## config.mk

```make
export PLATFORM = sky130hd
export DESIGN_NAME = pipe_stage_buf
export DESIGN_NICKNAME = d
export VERILOG_FILES = /design/src/rtl/pipe_pkg.sv /design/src/rtl/pipe_slot.sv /design/src/rtl/pipe_stage_buf.sv
export SDC_FILE = /design/constraint.sdc
export NUM_CORES = 1
export LEC_CHECK = 0
export ABC_AREA = 1
export BUFFER_PORTS_ARGS = -buffer_cell sky130_fd_sc_hd__clkbuf_2
export CELL_PAD_IN_SITES_DETAIL_PLACEMENT = 1
export CELL_PAD_IN_SITES_GLOBAL_PLACEMENT = 1
export CORE_MARGIN = 3
export CORE_UTILIZATION = 29
export CTS_BUF_LIST = sky130_fd_sc_hd__clkbuf_4
export CTS_CLUSTER_DIAMETER = 50
export CTS_CLUSTER_SIZE = 20
export DETAILED_ROUTE_END_ITERATION = 8
export GPL_TIMING_DRIVEN = 0
export PLACE_DENSITY = 0.85
export SYNTH_ARGS = -nofsm -noshare
export SYNTH_HDL_FRONTEND = slang
export SYNTH_SLANG_ARGS = --single-unit
```

## constraint.sdc

```tcl
create_clock -name clk -period 0.84 [get_ports clk]
set_input_delay 0.042 -clock clk [delete_from_list [all_inputs] [get_ports clk]]
set_output_delay 0.042 -clock clk [all_outputs]
set_load 0.02 [all_outputs]
```

## src/rtl/pipe_pkg.sv

```systemverilog
// Shared constants and types for the pipeline stage buffer.
package pipe_pkg;

  localparam int unsigned DEF_DATA_W = 32;
  localparam int unsigned OCC_W      = 2;

  typedef logic [OCC_W-1:0] occ_t;

  localparam occ_t OCC_EMPTY = 2'd0;
  localparam occ_t OCC_ONE   = 2'd1;
  localparam occ_t OCC_FULL  = 2'd2;

  // Source selected for the head slot on a given cycle.
  typedef enum logic [1:0] {
    SrcHold,
    SrcSkid,
    SrcPre,
    SrcClear
  } h_src_e;

endpackage

```

## src/rtl/pipe_slot.sv

```systemverilog
// One storage slot: valid bit plus payload with load, clear and synchronous reset.
module pipe_slot
  import pipe_pkg::*;
#(
  parameter int unsigned        DATA_W   = DEF_DATA_W,
  parameter logic [DATA_W-1:0]  RST_DATA = '0
) (
  input  logic              clk,
  input  logic              resetn,
  input  logic              load,
  input  logic              clr,
  input  logic [DATA_W-1:0] din,
  output logic              valid,
  output logic [DATA_W-1:0] dout
);

  logic              valid_q;
  logic [DATA_W-1:0] data_q;

  // Payload only moves on load; clearing the valid bit leaves it untouched.
  always_ff @(posedge clk) begin
    if (!resetn) begin
      valid_q <= 1'b0;
      data_q  <= RST_DATA;
    end else begin
      if (clr) begin
        valid_q <= 1'b0;
      end else if (load) begin
        valid_q <= 1'b1;
      end
      if (load) begin
        data_q <= din;
      end
    end
  end

  assign valid = valid_q;
  assign dout  = data_q;

endmodule

```

## src/rtl/pipe_stage_buf.sv

```systemverilog
// Pipeline stage buffer with head slot and optional skid slot.
// Define PIPE_STAGE_SKID_EN to build the skid slot and a fully registered cur_allowin.
module pipe_stage_buf
  import pipe_pkg::*;
#(
  parameter int unsigned        DATA_W   = DEF_DATA_W,
  parameter logic [DATA_W-1:0]  RST_DATA = '0
) (
  input  logic              clk,
  input  logic              resetn,
  input  logic              cur_stall,
  input  logic              flush,
  input  logic              pre_valid,
  input  logic [DATA_W-1:0] pre_data,
  output logic              cur_allowin,
  input  logic              post_allowin,
  output logic              goon_valid,
  output logic              reg_valid,
  output logic [DATA_W-1:0] data,
  output logic [OCC_W-1:0]  occupancy
);

  logic              hv;
  logic [DATA_W-1:0] hd;
  logic              sv;
  logic [DATA_W-1:0] sd;

  logic              accept;
  logic              issue;
  logic              h_free;
  h_src_e            h_src;
  logic              h_load;
  logic              h_clr;
  logic [DATA_W-1:0] h_din;

  assign goon_valid = hv && !cur_stall;
  assign issue      = goon_valid && post_allowin;
  assign accept     = pre_valid && cur_allowin;
  assign h_free     = issue || !hv;

  // Skid entry always has priority over fresh input to keep FIFO order.
  always_comb begin
    h_src = SrcHold;
    if (h_free) begin
      if (sv) begin
        h_src = SrcSkid;
      end else if (accept) begin
        h_src = SrcPre;
      end else begin
        h_src = SrcClear;
      end
    end
  end

  assign h_load = !flush && ((h_src == SrcSkid) || (h_src == SrcPre));
  assign h_clr  = flush || (h_src == SrcClear);
  assign h_din  = (h_src == SrcSkid) ? sd : pre_data;

  pipe_slot #(
    .DATA_W   (DATA_W),
    .RST_DATA (RST_DATA)
  ) u_head (
    .clk    (clk),
    .resetn (resetn),
    .load   (h_load),
    .clr    (h_clr),
    .din    (h_din),
    .valid  (hv),
    .dout   (hd)
  );

`ifdef PIPE_STAGE_SKID_EN
  logic s_load;
  logic s_clr;

  // Skid takes input when head is busy, or refills behind a skid->head move.
  assign s_load = !flush && accept && ((hv && !issue) || (h_src == SrcSkid));
  assign s_clr  = flush || ((h_src == SrcSkid) && !accept);

  pipe_slot #(
    .DATA_W   (DATA_W),
    .RST_DATA (RST_DATA)
  ) u_skid (
    .clk    (clk),
    .resetn (resetn),
    .load   (s_load),
    .clr    (s_clr),
    .din    (pre_data),
    .valid  (sv),
    .dout   (sd)
  );

  assign cur_allowin = !sv;
`else
  assign sv          = 1'b0;
  assign sd          = RST_DATA;
  assign cur_allowin = !hv || (!cur_stall && post_allowin);
`endif

  assign reg_valid = hv;
  assign data      = hd;

  always_comb begin
    occupancy = OCC_EMPTY;
    if (hv && sv) begin
      occupancy = OCC_FULL;
    end else if (hv) begin
      occupancy = OCC_ONE;
    end
  end

endmodule

```

==> results of run 1 <==
-- final cells by class --
type	count	share of cell area (%)
inverters	36	4.254
well taps	70	2.757
flip-flops and latches	33	22.25
multi-input cells	135	24.73
plain buffers	19	6.026
repair buffers	121	37.49
clock buffers	6	1.418
clock inverters	2	1.063
-- power breakdown --
part           total, mW  internal (mW)  switching, mW
Sequential          1.80           1.69          0.112
Combinational       1.38          0.757          0.618
Clock               1.23          0.652          0.579
Total               4.41           3.10           1.31
-- metrics by stage --
step / cell area (um^2) / total power [mW] / TNS [ns]
2_1_floorplan: 1643 / 2.303 / -4.070
3_3_place_gp: 2091 / 2.570 / -4.645
3_5_place_dp: 2091 / 2.596 / -5.335
4_1_cts: 2825 / 4.135 / -11.15
5_1_grt: 3177 / 4.649 / -13.13
6_report: 3177 / 4.410 / -9.901
-- state kept, by name, indices dropped and copies added (netlist names) --
register	flops
u_head.valid	1
u_head.dout	32
-- cell usage in the layout (no fill, tap or decap) --
master / instances
clkbuf_16: 3
conb_1: 1
a21oi_1: 3
clkbuf_4: 6
bufinv_16: 1
a21oi_2: 28
dlygate4sd3_1: 17
clkbuf_1: 1
buf_4: 36
clkbuf_8: 1
dfxtp_2: 31
buf_6: 3
dfxtp_4: 2
buf_12: 4
buf_8: 36
nand3_2: 11
nor2_1: 33
nand2_1: 34
nand3_1: 21
buf_2: 3
nor2_4: 1
clkbuf_2: 36
a21oi_4: 2
nand2_4: 1
clkinv_1: 1
inv_1: 36
-- layer usage --
| layer | GRT usage [%] | vias up | part of all wire [%] |
|---|---|---|---|
| met3 | 3.812 | 10 | 3.8 |
| met1 | 20.38 | 909 | 38 |
| met4 | 6.926 | 0 | 1.9 |
| met2 | 37.42 | 65 | 56 |
| li1 | - | 941 | - |
| met5 | 0 | - | 0 |
-- worst register-to-register path, delay by kind of cell (launching register included) --
| family | cells | cell delay [ns] |
|---|---|---|
| compound gates | 1 | 0.11 |
| buf+inv | 3 | 0.43 |
| flops | 1 | 0.37 |
| simple gates | 2 | 0.11 |
-- timing repair --
item	in CTS	in global routing
pin swaps	0	2
hold endpoints to repair	17	0
hold buffers	17	0
gates resized for setup	111	66
endpoints found under the setup margin	69	69
buffers inserted	14	15
cloned	0	3
-- how the worst max path moves through the flow --
| stage | start | endpoint | slack, ns | cells past startpoint |
|---|---|---|---|---|
| floorplan | u_head.valid | u_head.dout[10] | -0.14 | 5 |
| global placement | u_head.valid | u_head.dout[2] | -0.19 | 6 |
| detailed placement | u_head.valid | u_head.dout[2] | -0.21 | 6 |
| CTS | u_head.valid | cur_allowin | -0.33 | 4 |
| global route | u_head.valid | goon_valid | -0.38 | 4 |
| finish | u_head.valid | cur_allowin | -0.33 | 4 |
-- cells by family (layout without fill, tap and decap cells) --
family,Yosys count,after routing,synth area share (%)
and+or+nand+nor,101,101,30.09
buffers and inverters,55,184,17.83
DFF,33,33,41.48
AOI/OAI and AO/OA,33,33,10.37
other,1,1,0.2354
==> results.py, run 1 <==
metrics = {
    "critical_path": {
        "cp-end-kind": "output pin",
        "critPathSlowestCell": "dfxtp_4",
        "critPathLaunchType": "flop",
        "crit_family": "flip-flops",
        "max_stage_delay_ns": 0.37,
        "r2r.worst_path.cells": 6,
        "cpMostUsedCell": "buf_8",
        "critPathBufInv": 3,
        "rrSetupSlack_ns": -0.29,
        "rr_startpoint": "u_head.valid",
        "rr_endpoint": "u_head.dout[0]",
        "crit_type": "flop to output pin",
        "cp.arrival_ns": 1.13,
        "crit_path_max_fanout": 2,
        "crit_chain": "nand2_4, buf_8, buf_12, buf_8",
        "required_ns": 0.80,
    },
    "finish": {
        "drive_gt1_share_pct": 58.24,
        "fill_cells": 623,
        "antenna_cells": 0,
        "fin_util_pct": 61.03,
        "synthToLayoutAreaGrowth_pct": 99.45,
        "final_cells": 422,
        "layout.nets": 389,
        "multi_input_area_um2": 785.8,
        "seq_area_um2": 706.9,
    },
    "timing": {
        "drv_slew": 0,
        "period_share_pct": 139.1,
        "holdWs_ns": 0.002135,
        "fin_worst_skew_ns": 0.01423,
        "setup_slack_ns": -0.3281,
        "finalCriticalPeriod_ns": 1.168,
        "max_freq_ghz": 0.8561,
        "hold_viol": 0,
        "setup_viol": 69,
        "rsz0062_at_grt": "yes",
    },
    "synthesis": {
        "synth_cell_types": 14,
        "synth.top_cell.area_share_pct": 41.48,
        "yosysMostFrequentCell": "inv_1",
        "syn_nets": 261,
        "ys_ff_latch": 33,
        "ys_top_cells_by_area": "dfxtp_1, a21oi_1, inv_1, nand2_1, nor2_1",
        "async_flop_share_pct": 0,
        "ys_warn_count": 0,
        "ys_seq_area_share_pct": 41.48,
        "ys_top_cells_by_count": "inv_1, nand2_1, a21oi_1, dfxtp_1, nor2_1",
        "synth_edf_count": 0,
        "syn-cell-area_um2": 1593,
        "synth.avg_cell_area_um2": 7.143,
        "synth_flop_cell": "dfxtp_1",
        "syn_inst": 223,
        "yosysTopAreaCell": "dfxtp_1",
    },
    "route": {
        "ant_nets": 0,
        "vias_per_cell": 4.562,
        "wl_mm": 6.840,
        "vias": 1925,
        "drc": 0,
        "first_pass_iters": 4,
        "wl_per_cell_um": 16.21,
        "drtIter0Drc": 33,
    },
    "die": {
        "core_um2": 5205,
        "fp.dieH_um": 80.11,
        "io_pins": 75,
        "die_area_um2": 6418,
        "die_w_um": 80.11,
        "placementRows": 26,
        "initial_core_util_pct": 30.60,
    },
    "placement": {
        "port-buffer-count": 72,
        "placed_cells": 365,
        "pre_cts_slack_ns": -0.2124,
        "dpl.hpwl_mm": 3.546,
        "place.gp.congestion": 0.7113,
    },
    "cts": {
        "cts_num_sinks": 33,
        "worstSkewPairLatency_ns": 0.35,
        "clk_path_buf_depth": 2,
        "root_buffer": "clkbuf_4",
        "clk_pin_slew_ns": 0.10,
        "cts_made_buffers": 5,
        "cts_tree": "yes",
        "htree_levels": 2,
    },
    "worst_hold_path": {
        "hp-class": "input pin to flop",
        "whs_endpoint": "u_head.dout[28]",
        "hp-start": "pre_data[28]",
        "hold_path_depth": 5,
    },
    "power_and_ir_drop": {
        "max-vdd-ir-drop_mv": 0.7826,
        "cellLeakagePower_nw": 1.600,
        "power-per-cell-area_nw_per_um2": 1388,
    },
    "global_route": {
        "grt_pass1_wl_mm": 9.591,
        "antenna_found_initial": 0,
        "overflow": 0,
        "track_usage_pct": 19.35,
        "grt_pass1_vias": 2020,
        "grt_max_degree": 11,
    },
    "job": {
        "maxCapViolCount": 0,
    },
    "run_status": {
        "failed_checks": "setup timing",
        "status": "finished with violations",
    },
}
(Power assumes the default switching activity.)
==> run 2, diff against run 1 <==
- REMOVE_ABC_BUFFERS: not set -> 1
- SETUP_SLACK_MARGIN: not set -> 0.4
==> run 2 against run 1 <==
Net effect: the flow still finishes with violations (setup timing); first-iteration DRC count rose by 48%; sequential share of layout area up 2.8 points; maximum frequency grew 6.5%; critical path depth did not move; clock power decreased by 21%; register-to-register slack improved by 0.03 ns; clock skew shrank 0.0067 ns; via count shrank 7.7%.
==> results.py, run 2 (synthesized netlist as in run 1, its figures left out) <==
metrics = {
    "finish": {
        "final_common_cell": "clkbuf_2",
        "largest_register_ffs": 32,
        "fin_util_pct": 54.11,
        "layout.nets": 349,
        "final_area_um2": 2816,
        "layout_common_cells": "clkbuf_2, inv_1, nand2_1, buf_8, nor2_1",
        "synthToLayoutAreaGrowth_pct": 76.83,
        "drive_gt1_share_pct": 60.26,
        "antenna_cells": 0,
    },
    "die": {
        "placementRows": 26,
        "core_um2": 5205,
        "io_pins": 75,
        "die_w_um": 80.11,
        "fp.dieH_um": 80.11,
        "die_area_um2": 6418,
        "initial_core_util_pct": 30.60,
    },
    "power_and_ir_drop": {
        "power-per-cell-area_nw_per_um2": 1414,
        "cellLeakagePower_nw": 1.361,
        "p_total_mw": 3.981,
        "max-vdd-ir-drop_mv": 0.7831,
    },
    "global_route": {
        "overflow": 0,
        "grt_pass1_vias": 1938,
        "grt_pass1_wl_mm": 9.742,
        "grt_max_degree": 34,
        "antenna_found_initial": 0,
        "track_usage_pct": 20.26,
    },
    "timing": {
        "max_freq_ghz": 0.9115,
        "relSlewSlack_pct": 53.65,
        "tightest_slew_ns": 0.6953,
        "period_share_pct": 130.6,
        "fin_worst_skew_ns": 0.007558,
        "hold_viol": 0,
        "drv_slew": 0,
        "setup_slack_ns": -0.2571,
        "finalCriticalPeriod_ns": 1.097,
        "tns_ns": -7.732,
        "rsz0062_at_grt": "yes",
        "setup_viol": 62,
    },
    "critical_path": {
        "crit_path_max_fanout": 16,
        "required_ns": 1.06,
        "crit_type": "flop to flop",
        "critPathLaunchType": "flop",
        "cp-end-kind": "flop",
        "cp.arrival_ns": 1.32,
    },
    "route": {
        "first_pass_iters": 5,
        "vias_per_cell": 4.649,
        "drc": 0,
        "wl_mm": 6.416,
        "wl_per_cell_um": 16.80,
        "drtIter0Drc": 49,
        "vias": 1776,
        "ant_nets": 0,
    },
    "run_status": {
        "status": "finished with violations",
        "failed_checks": "setup timing",
    },
    "placement": {
        "port-buffer-count": 73,
        "place.gp.congestion": 0.6158,
        "dpl_cell_area_um2": 1897,
        "dpl.hpwl_mm": 2.589,
        "pre_cts_slack_ns": -0.9275,
    },
    "cts": {
        "cts_made_buffers": 5,
        "cts_num_sinks": 33,
        "clk_pin_slew_ns": 0.10,
        "worstSkewPairLatency_ns": 0.33,
        "root_buffer": "clkbuf_4",
        "cts_tree": "yes",
        "clk_path_buf_depth": 2,
        "htree_levels": 2,
    },
    "worst_hold_path": {
        "hp-class": "input pin to flop",
    },
    "job": {
        "maxCapViolCount": 0,
    },
}
run 2: what timing repair did:
action / in CTS / in global routing
endpoints found under the hold margin: 15 / 4
buffers inserted: 9 / 9
pin swaps: 5 / 8
setup endpoints to repair: 69 / 69
gates cloned: 9 / 0
gates resized for setup: 135 / 57
run 2: power by group:
group,leakage (nW),internal [mW],switching [mW]
Sequential,0.285,1.69,0.110
Combinational,1.04,0.595,0.613
Clock,0.0368,0.431,0.539
run 2: final timing paths:
kind | from | end | slack, ns | depth (start not counted)
worst max register to register | u_head.valid | u_head.dout[18] | -0.26 | 4
worst max-delay path | u_head.valid | u_head.dout[18] | -0.26 | 4
worst min register to register | u_head.dout[2] | u_head.dout[2] | 0.51 | 2
worst min-delay path | pre_data[6] | u_head.dout[6] | 0.004 | 5
run 2: layer usage:
| layer | track usage [%] | share of wire (%) |
|---|---|---|
| met5 | 0 | 0 |
| met4 | 4.561 | 0.51 |
| met3 | 4.933 | 4.3 |
| met2 | 37.25 | 55 |
| met1 | 23.48 | 40 |
run 2: critical path: stages, from the launching register on:
cell	delay, ns
dfxtp_4	0.43
buf_6	0.18
nand2_8	0.14
a21oi_2	0.19
nor2_1	0.06
run 2: cell type report:
class,instances,area (um^2)
inverter,36,135.1
timing repair buffer,92,893.4
clock buffer,8,60.06
fill,624,2389
tap,70,87.58
sequential,33,706.9
multi-input combinational,143,933.4
run 2: metrics by stage:
step | std cells | hold WS (ns)
6_report | 382 | 0.004297
5_1_grt | 382 | -0.005753
4_1_cts | 373 | -0.01353
3_5_place_dp | 347 | 0.3326
3_3_place_gp | 347 | 0.3252
2_1_floorplan | 204 | 0.1626
==> run 3, diff against run 2 <==
- GPL_ROUTABILITY_DRIVEN: not set -> 0
- SETUP_SLACK_MARGIN: 0.4 -> not set
==> run 3 against run 2 <==
Net effect: the flow still finishes with violations (setup timing); sequential cell count unchanged; utilization up 2.0 points; routed wire length is 7.5% higher; final area up 3.7%; total power increased by 0.74%; sequential share of layout area down 0.99 points; critical path type unchanged; worst setup slack better by 0.0049 ns; highest routed layer unchanged.
==> results.py, run 3 (synthesized netlist as in run 1, its figures left out) <==
metrics = {
    "run_status": {
        "status": "finished with violations",
        "failed_checks": "setup timing",
    },
    "placement": {
        "pre_cts_slack_ns": -0.9275,
        "dpl.hpwl_mm": 2.589,
        "port-buffer-count": 73,
        "dpl_cell_area_um2": 1897,
        "placed_cells": 347,
    },
    "finish": {
        "final_area_um2": 2922,
        "layout_common_cells": "clkbuf_2, inv_1, nand2_1",
        "largest_register_ffs": 32,
        "layout.nets": 361,
        "final_cells": 394,
        "synthToLayoutAreaGrowth_pct": 83.42,
        "drive_gt1_share_pct": 56.17,
        "final_common_cell": "clkbuf_2",
        "antenna_cells": 0,
    },
    "die": {
        "die_w_um": 80.11,
        "initial_core_util_pct": 30.60,
        "core_um2": 5205,
        "die_area_um2": 6418,
        "io_pins": 75,
        "placementRows": 26,
        "fp.dieH_um": 80.11,
    },
    "critical_path": {
        "r2r.worst_path.cells": 5,
        "crit_type": "flop to flop",
        "crit_cells": 5,
        "max_stage_delay_ns": 0.44,
        "cp.arrival_ns": 1.36,
        "required_ns": 1.10,
        "rrSetupSlack_ns": -0.25,
        "critPathBufInv": 1,
        "critPathSlowestCell": "dfxtp_4",
        "crit_family": "flip-flops",
        "cp-end-kind": "flop",
        "crit_chain": "buf_6, nand2_8, nand3_1, nand2_1, nor2_1",
        "crit_path_max_fanout": 9,
        "critPathLaunchType": "flop",
    },
    "route": {
        "drc": 0,
        "vias": 1852,
        "wl_mm": 6.900,
        "ant_nets": 0,
        "drtIter0Drc": 37,
        "first_pass_iters": 4,
        "vias_per_cell": 4.701,
        "wl_per_cell_um": 17.51,
    },
    "timing": {
        "drv_slew": 0,
        "hold_viol": 0,
        "rsz0062_at_grt": "yes",
        "finalCriticalPeriod_ns": 1.092,
        "relSlewSlack_pct": 52.76,
        "setup_viol": 53,
        "fin_worst_skew_ns": 0.01021,
        "period_share_pct": 130.0,
        "tns_ns": -7.758,
        "tightest_slew_ns": 0.7086,
        "setup_slack_ns": -0.2522,
        "holdWs_ns": 0.01795,
        "max_freq_ghz": 0.9155,
    },
    "worst_hold_path": {
        "hp-class": "input pin to flop",
        "hold_path_depth": 5,
    },
    "cts": {
        "clk_pin_slew_ns": 0.10,
        "worstSkewPairLatency_ns": 0.33,
        "htree_levels": 2,
        "cts_made_buffers": 5,
        "cts_num_sinks": 33,
        "cts_tree": "yes",
        "root_buffer": "clkbuf_4",
        "clk_path_buf_depth": 2,
    },
    "global_route": {
        "grt_pass1_vias": 2030,
        "antenna_found_initial": 0,
        "track_usage_pct": 21.56,
        "overflow": 0,
        "grt_pass1_wl_mm": 10.32,
        "grt_max_degree": 34,
    },
    "power_and_ir_drop": {
        "max-vdd-ir-drop_mv": 0.7982,
        "cellLeakagePower_nw": 1.404,
        "power-per-cell-area_nw_per_um2": 1373,
    },
    "job": {
        "maxCapViolCount": 0,
    },
}
## run 3: cell types whose count changed in the layout (fill, tap and decap cells not counted), moves of 2 or more
cell           previous run  this run
nand3_1                  11         9
buf_4                    14        12
a21oi_2                  20        16
dlygate4sd3_1             0        15
a21oi_1                  12        17
nand3_2                  21        23
## run 3: metrics by stage
step	power [mW]	utilization [%]
finish	4.011	56.13
global route	4.254	56.13
CTS	3.910	53.22
detailed placement	2.486	36.44
global placement	2.464	36.44
floorplan	2.200	-
## run 3: worst paths after layout
check / startpoint / endpoint
worst max register to register: u_head.valid / u_head.dout[5]
worst min register to register: u_head.dout[20] / u_head.dout[20]
worst min-delay path: pre_data[11] / u_head.dout[11]
worst max-delay path: u_head.valid / u_head.dout[5]
## run 3: tightest hold or removal path: cells and delay by family
family | cells | cell delay [ns]
and+or+nand+nor | 3 | 0.16
buffers and inverters | 2 | 0.12
## run 3: repair_timing
action | in CTS | in global routing
endpoints found under the setup margin | 69 | 69
gates cloned | 9 | 0
pin swaps | 5 | 5
endpoints found under the hold margin | 15 | 0
hold buffers | 15 | 0
gates resized for setup | 135 | 53
buffers inserted | 9 | 7
## run 3: where the power goes
part | internal [mW] | switching, mW | leakage (nW)
sequential | 1.69 | 0.108 | 0.284
clock | 0.431 | 0.528 | 0.0368
combinational | 0.621 | 0.629 | 1.08
## run 3: layout make-up
cell class	instances	area (um^2)
Fill cell	611	2283
Timing Repair Buffer	104	1017
Multi-Input combinational cell	143	917.1
Sequential cell	33	704.4
Inverter	36	135.1
Tap cell	70	87.58
Clock buffer	8	60.06
## run 3: layer usage
metal | track usage (%) | wire length, um | vias to the layer above
met5 | 0 | 0 | -
met4 | 5.912 | 90 | 0
met3 | 5.381 | 287 | 8
met2 | 40.23 | 3814 | 54
met1 | 23.97 | 2707 | 897
li1 | - | - | 893
